[src/rtl/banana_collision_detector.sv]
// Detects player/banana pixel overlap per video frame and reports it at the next startOfFrame.
// Define BANANA_COLLISION_EDGE_OR_EN to report the union of all edge codes touched in the frame.
module banana_collision_detector #(
  parameter int COUNT_W         = 8,
  parameter int MIN_OVERLAP_PIX = 1
) (
  input  logic               clk,
  input  logic               resetN,
  input  logic               startOfFrame,
  input  logic               enable,
  input  logic               playerDR,
  input  logic [3:0]         playerHitEdgeCode,
  input  logic               bananaDR,
  input  logic               clearCount,
  output logic               collisionPulse,
  output logic [3:0]         collisionEdgeCode,
  output logic [COUNT_W-1:0] catchCount,
  output logic               frameHitActive
);

  typedef enum logic [1:0] {IDLE, ARMED, HIT} state_t;

  localparam logic [7:0] MinPix = 8'(MIN_OVERLAP_PIX);

  state_t               state_q, state_d;
  logic [7:0]           pix_cnt_q, pix_cnt_d;
  logic [3:0]           edge_acc_q, edge_acc_d;
  logic                 collision_pulse_q;
  logic [3:0]           collision_edge_q;
  logic [COUNT_W-1:0]   catch_count_q;
  logic                 ovl;
  logic                 report_hit;
  logic                 counting;
  logic [7:0]           pix_inc;

  assign ovl = enable & playerDR & bananaDR;

  always_comb begin
    state_d    = state_q;
    pix_cnt_d  = pix_cnt_q;
    edge_acc_d = edge_acc_q;
    report_hit = 1'b0;
    counting   = 1'b0;
    pix_inc    = 8'd0;

    // A startOfFrame closes the old frame first; a coincident overlap pixel belongs to the new one.
    case (state_q)
      IDLE: begin
        if (startOfFrame) begin
          state_d    = ARMED;
          pix_cnt_d  = 8'd0;
          edge_acc_d = 4'h0;
          counting   = 1'b1;
        end
      end
      ARMED, HIT: begin
        if (startOfFrame) begin
          report_hit = (state_q == HIT);
          state_d    = ARMED;
          pix_cnt_d  = 8'd0;
          edge_acc_d = 4'h0;
          counting   = 1'b1;
        end else begin
          counting = (state_q == ARMED);
        end
      end
      default: state_d = IDLE;
    endcase

    pix_inc = (pix_cnt_d == 8'hFF) ? pix_cnt_d : pix_cnt_d + 8'd1;

    if (ovl && counting) begin
`ifdef BANANA_COLLISION_EDGE_OR_EN
      edge_acc_d = edge_acc_d | playerHitEdgeCode;
`else
      if (pix_cnt_d == 8'd0) begin
        edge_acc_d = playerHitEdgeCode;
      end
`endif
      pix_cnt_d = pix_inc;
      if (pix_inc >= MinPix) begin
        state_d = HIT;
      end
    end
`ifdef BANANA_COLLISION_EDGE_OR_EN
    else if (ovl && state_q == HIT) begin
      edge_acc_d = edge_acc_d | playerHitEdgeCode;
    end
`endif
  end

  always_ff @(posedge clk or negedge resetN) begin
    if (!resetN) begin
      state_q           <= IDLE;
      pix_cnt_q         <= 8'd0;
      edge_acc_q        <= 4'h0;
      collision_pulse_q <= 1'b0;
      collision_edge_q  <= 4'h0;
      catch_count_q     <= '0;
    end else begin
      state_q           <= state_d;
      pix_cnt_q         <= pix_cnt_d;
      edge_acc_q        <= edge_acc_d;
      collision_pulse_q <= report_hit;
      if (report_hit) begin
        collision_edge_q <= edge_acc_q;
      end
      // Clear wins over a simultaneous increment.
      if (clearCount) begin
        catch_count_q <= '0;
      end else if (report_hit && (catch_count_q != '1)) begin
        catch_count_q <= catch_count_q + COUNT_W'(1);
      end
    end
  end

  assign collisionPulse    = collision_pulse_q;
  assign collisionEdgeCode = collision_edge_q;
  assign catchCount        = catch_count_q;
  assign frameHitActive    = (state_q == HIT);

endmodule
[config.mk]
export PLATFORM = sky130hd
export DESIGN_NAME = banana_collision_detector
export DESIGN_NICKNAME = d
export VERILOG_FILES = /design/src/rtl/banana_collision_detector.sv
export SDC_FILE = /design/constraint.sdc
export NUM_CORES = 1
export LEC_CHECK = 0
export CORE_MARGIN = 1
export CORE_UTILIZATION = 28
export DETAILED_ROUTE_END_ITERATION = 10
export GPL_TIMING_DRIVEN = 0
export HOLD_SLACK_MARGIN = 0.15
export PLACE_DENSITY = 0.47
export SETUP_SLACK_MARGIN = 0.3
export SLEW_MARGIN = 15
export SYNTH_ARGS = -nofsm -noshare
export SYNTH_HDL_FRONTEND = slang
export SYNTH_SLANG_ARGS = --single-unit
[constraint.sdc]
create_clock -name clk -period 6.65 [get_ports clk]
set_input_delay 0.665 -clock clk [delete_from_list [all_inputs] [get_ports clk]]
set_output_delay 0.665 -clock clk [all_outputs]
set_load 0.05 [all_outputs]
==> out/results.tsv, run 1 <==
stage	metric	value	unit
sta	fmax	0.329	GHz
clock_tree	post_cts_resized	0	
critical_path	cp_max_fo	10	
finish	multiInputGateArea	734	um^2
yosys	yosysTopAreaCellShare	0.459	
yosys	seq_area_frac_synth	0.459	
yosys	synthFlopType	dfrtp_1	
clock_tree	cts_root_buf	clkbuf_8	
clock_tree	clock_latency	0.27	ns
clock_tree	postCtsHoldBufs	0	
yosys	yosys_warnings	0	
clock_tree	cts_buffers	3	
drt	avgRoutedWirePerCell	12.0	um
grt	grt_pass1_vias	1112	
place	place_hpwl	2320	um
grt	grt_pass1_wl	5230	um
yosys	synth_compound_area_frac	0.138	
yosys	async_flop_share	1.00	
clock_tree	cts.sinks	27	
yosys	synth_area_leader_cell	dfrtp_1	
yosys	synth-edff-count	0	
finish	syn2layout_area_growth	24.4	%
sta	drv_slew	0	
yosys	synthXorXnorAreaFrac	0.0595	
yosys	synth_commonest_cells	nand2_1, dfrtp_1, nor2_1	
yosys	syn_inst	161	
clock_tree	path_clk_slew	0.10	ns
yosys	synth_top_family_by_area	simple AND/OR/NAND/NOR gates	
critical_path	crit_path_end_kind	register	
sta	max_slew_margin	0.585	
sta	hold_viol_final	0	
floorplanning	initial_core_util	0.290	
floorplanning	die_width	74.5	um
floorplanning	io_pins	25	
clock_tree	tritoncts	done	
sta	finalWorstSetupSlack	3.61	ns
critical_path	crit_chain	clkdlybuf4s50_1 > a21bo_2 > buf_2 > nand2_1 > inv_1 > ha_1 > and3_2 > a31oi_1 > o21ai_0 > nor4_2 > o32ai_1	
sta	fin_crit_sh	0.458	
sta	finClkSkew	0.00864	ns
yosys	syn_nets	175	
grt	antenna_found_initial	0	
status	status	finished, final reports clean	
critical_path	critPathSlowestCell	clkdlybuf4s50_1	
critical_path	crit_type	in -> reg	
floorplanning	num_rows	26	
drt	via_per_inst	4.72	
sta	setup_viol	0	
drt	postRouteAntennaNets	0	
sta	rsz0062_at_grt	false	
drt	first_pass_iters	4	
power_and_ir_drop	irDropWorstVdd	77.2	uV
finish	diodes	0	
critical_path	cp.arrival	3.19	ns
grt	grt_usage	0.123	
drt	drt_drc_violations_left	0	
finish	layout.area.seq	676	um^2
finish	nFillCells	541	
flow_run	maxCapViolCount	0	
power_and_ir_drop	power_density	200	nW/um^2
sta	fin_crit	3.04	ns
clock_tree	clk_path_buf_depth	2	
yosys	synthSimpleGateAreaFrac	0.268	
yosys	ys_seq_elements	27	
critical_path	cpPeakStageDelay	0.56	ns
finish	drive_above_1_share	0.128	
grt	grt_max_degree	28	
clock_tree	htreeDepth	1	
yosys	synth_mux_area_frac	0.00680	
yosys	ys_types	48	
yosys	synthAdderAreaFrac	0.0255	
place	post-place-ws	3.29	ns
power_and_ir_drop	p_leak	0.775	nW
drt	vias	1218	
yosys	synth.avg_cell_area	9.15	um^2
critical_path	required	6.79	ns
critical_path	start_kind	input pin	
floorplanning	core	5070	um^2
clock_tree	cts_setup_buffers	0	
finish	nets	203	
yosys	synthTopCellsByArea	dfrtp_1, nand2_1, xnor2_1	
place	place.gp.congestion	0.854	
drt	first_iter_violations	71	
grt	overflow	0	
min_path	hold_class	in -> async	
floorplanning	die_y	74.5	um
place	portBuffers	23	
yosys	synthesis.area	1470	um^2
floorplanning	dieArea	5550	um^2
sta	tightest_slew	0.622	ns
yosys	yosysMostFrequentCell	nand2_1	
drt	totalWireLength	3090	um
sta	tns	0	ns
==> worst paths after layout <==
path,from,to,slack [ns],depth (start not counted)
worst max-delay path,startOfFrame,state_q[1],3.61,11
worst min-delay path,resetN,pix_cnt_q[3],0.39,1
worst max register to register,state_q[0],state_q[1],4.14,10
worst min register to register,collisionEdgeCode[1],collisionEdgeCode[1],0.48,2
max in group asynchronous,resetN,catchCount[0],5.85,1
min in group clk,collisionEdgeCode[1],collisionEdgeCode[1],0.48,2
==> critical path: cells and delay by family <==
family,cells,cell delay [ns]
compound gates,4,0.71
fa+ha+maj,1,0.30
buf+inv,3,0.80
simple gates,3,0.70
==> cell type report <==
| cell class | count | share of cell area |
|---|---|---|
| Clock inverter | 1 | 0.00273 |
| Multi-Input combinational cell | 122 | 0.401 |
| Clock buffer | 3 | 0.0225 |
| Inverter | 6 | 0.0123 |
| Buffer | 6 | 0.0219 |
| Sequential cell | 27 | 0.369 |
| Tap cell | 70 | 0.0478 |
| Timing Repair Buffer | 23 | 0.123 |
==> power by group <==
part	switching (mW)	leakage [nW]	total (mW)	internal [mW]
registers	0.0114	0.372	0.189	0.178
clock network	0.0522	0.0255	0.0941	0.0420
logic	0.0525	0.378	0.0836	0.0311
==> stage by stage <==
stage          utilization  std cells  power [mW]  hold slack (ns)  area [um^2]
2_1_floorplan            -        161       0.246            0.369         1470
3_3_place_gp         0.353        254       0.276            0.459         1790
3_5_place_dp         0.352        254       0.277            0.461         1790
4_1_cts              0.361        258       0.374            0.419         1830
5_1_grt              0.361        258       0.387            0.436         1830
6_report             0.361        258       0.367            0.395         1830
==> flip-flops by register name, indices dropped and copies added, names as in the netlist <==
signal,count
pix_cnt_q,8
edge_acc_q,4
collisionEdgeCode,4
catchCount,8
collisionPulse,1
state_q,2
==> kinds of logic (layout without fill, tap and decap cells) <==
group,Yosys count,count (layout)
AO/OA/AOI/OAI,31,31
adder cells (fa/ha/maj),3,3
flip-flops,27,27
AND/OR/NAND/NOR,77,77
XOR/XNOR,10,10
buffers and inverters,12,39
multiplexers,1,1
==> per-layer routing <==
layer	GRT usage	share of wire	wire [um]
met4	0.0377	0.0068	21
met5	0	0	0
met3	0.0203	0.032	99
met2	0.212	0.52	1610
met1	0.157	0.44	1370
==> cells in the final DEF, fill, tap and decap left out, drive strengths merged, types with 6 or more instances in the layout <==
cell / netlist / layout
clkdlybuf4s50: 0 / 22
dfrtp: 27 / 27
o21ai: 9 / 9
a21oi: 8 / 8
nor2: 13 / 13
buf: 5 / 6
nor3: 7 / 7
nand3: 8 / 8
inv: 6 / 6
nand2: 33 / 33
xnor2: 7 / 7
No activity file was read; power rests on OpenSTA's default activity.
==> run 2: changes to the inputs <==
==> constraint.sdc (replaced) <==
create_clock -name clk -period 2.9 [get_ports clk]
set_input_delay 0.29 -clock clk [delete_from_list [all_inputs] [get_ports clk]]
set_output_delay 0.29 -clock clk [all_outputs]
set_load 0.05 [all_outputs]
==> out/results.tsv, run 2 (synthesis results as in run 1) <==
stage	metric	value	unit	change
drt	first_pass_iters	4		unchanged
finish	syn2layout_area_growth	26.8	%	
drt	totalWireLength	3110	um	+0.61%
sta	fin_crit	2.35	ns	
clock_tree	cts.sinks	27		unchanged
power_and_ir_drop	swShare	0.318		+0.00129
flow_run	maxCapViolCount	0		unchanged
clock_tree	path_clk_slew	0.10	ns	about the same
sta	finClkSkew	0.00836	ns	-0.000278 ns
sta	tightest_slew	0.624	ns	+0.00139 ns
sta	fmax	0.426	GHz	
drt	postRouteAntennaNets	0		unchanged
power_and_ir_drop	totalPowerFinal	846	uW	+130%
min_path	hold_class	in -> reg		
power_and_ir_drop	comb_power_share	0.232		+0.004
finish	nFillCells	537		-0.74%
critical_path	cp.arrival	2.49	ns	-0.70 ns
grt	grt_pass1_vias	1112		unchanged
finish	final_cell_area	1870	um^2	+1.9%
floorplanning	dieArea	5550	um^2	unchanged
critical_path	start_kind	register		
finish	layout_commonest_cell	nand2_1		
finish	nets	204		+0.49%
status	status	finished, final reports clean		
place	placedCellCount	254		unchanged
drt	via_per_inst	4.67		-1.0%
sta	fin_hold_ws	0.330	ns	-0.0645 ns
critical_path	crit_type	reg -> reg		
finish	fin_cells	259		+0.39%
clock_tree	cts_root_buf	clkbuf_8		
power_and_ir_drop	net-switching-power	269	uW	+130%
power_and_ir_drop	p_leak	0.787	nW	+1.5%
floorplanning	num_rows	26		unchanged
clock_tree	clk_path_buf_depth	2		unchanged
power_and_ir_drop	intPower	577	uW	+130%
drt	drt_drc_violations_left	0		unchanged
floorplanning	initial_core_util	0.290		unchanged
sta	finalWorstSetupSlack	0.551	ns	-3.06 ns
power_and_ir_drop	power_density	453	nW/um^2	+130%
floorplanning	core	5070	um^2	unchanged
critical_path	cp_max_fo	10		unchanged
clock_tree	cts_buffers	3		unchanged
floorplanning	die_width	74.5	um	unchanged
power_and_ir_drop	seqPwrFrac	0.512		-0.003
sta	hold_viol_final	0		unchanged
sta	drv_slew	0		unchanged
floorplanning	io_pins	25		unchanged
place	place_hpwl	2320	um	unchanged
sta	rsz0062_at_grt	false		
power_and_ir_drop	irDropWorstVdd	177	uV	+130%
sta	tns	0	ns	unchanged
finish	layout.area.seq	676	um^2	unchanged
place	portBuffers	23		unchanged
place	post-place-ws	-0.0880	ns	-3.38 ns
floorplanning	die_y	74.5	um	unchanged
drt	vias	1210		-0.66%
grt	antenna_found_initial	0		unchanged
finish	diodes	0		unchanged
grt	grt_pass1_wl	5230	um	unchanged
critical_path	required	3.04	ns	-3.75 ns
sta	setup_viol	0		unchanged
power_and_ir_drop	p_clk_frac	0.256		about the same
sta	fin_crit_sh	0.810		
finish	drive_above_1_share	0.138		+0.00991
clock_tree	tritoncts	done		
place	place_area	1790	um^2	unchanged
grt	grt_max_degree	28		unchanged
finish	postLayoutCoreUtil	0.368		+0.00690
finish	multiInputGateArea	754	um^2	+2.7%
grt	overflow	0		unchanged
sta	max_slew_margin	0.584		-0.000930
finish	layout_common_cells	nand2_1, dfrtp_1, clkdlybuf4s50_1		
clock_tree	clock_latency	0.27	ns	about the same
critical_path	crit_path_end_kind	register		
drt	first_iter_violations	66		-7.0%
grt	grt_usage	0.123		unchanged
place	place.gp.congestion	0.854		unchanged
drt	avgRoutedWirePerCell	12.0	um	+0.23%
clock_tree	htreeDepth	1		unchanged
==> run 2: final timing paths <==
| check | start | end | depth (start not counted) | slack (ns) |
|---|---|---|---|---|
| setup reg to reg | state_q[0] | state_q[1] | 10 | 0.55 |
| min in group asynchronous | resetN | pix_cnt_q[3] | 2 | 0.56 |
| setup / recovery | state_q[0] | state_q[1] | 10 | 0.55 |
| max in group asynchronous | resetN | catchCount[0] | 2 | 1.94 |
| hold reg to reg | collisionEdgeCode[1] | collisionEdgeCode[1] | 2 | 0.48 |
| hold / removal | startOfFrame | state_q[1] | 2 | 0.33 |
==> run 2: power groups by stage <==
stage	combinational (mW)	sequential (mW)	clock (mW)
finish	0.196	0.433	0.217
CTS	0.197	0.434	0.229
detailed placement	0.194	0.442	0
global route	0.215	0.440	0.236
floorplan	0.0804	0.484	0
global placement	0.194	0.439	0
==> run 2: layout make-up <==
class                   instances  area share
clock inverters                 1     0.00268
multi-input cells             122       0.404
plain buffers                   6      0.0228
clock buffers                   3      0.0221
inverters                       6      0.0121
well taps                      70      0.0469
flip-flops and latches         27       0.362
repair buffers                 24       0.127
==> run 2: what timing repair did <==
item,CTS,global route
buffers inserted,0,0
endpoints found under the setup margin,2,3
pin swaps,1,0
gates resized for setup,2,3
gates cloned,0,0
hold buffers,1,0
hold endpoints to repair,27,0
==> run 2: worst max-delay path, stage by stage (launching register included) <==
cell	delay, ns
dfrtp_1	0.44
a21bo_2	0.27
buf_4	0.18
nand2_1	0.12
inv_1	0.08
ha_4	0.19
and3_2	0.22
a31oi_1	0.17
o21ai_0	0.13
nor4_2	0.28
o32ai_1	0.14
==> run 2: per-layer routing <==
layer  up-vias  routed length [um]  share of wire  GRT usage
met5         -                   0              0          0
met4         0                  21         0.0067     0.0377
met3         2                  67          0.022     0.0203
met2        13                1610           0.52      0.212
met1       584                1420           0.46      0.157
li1        611                   -              -          -
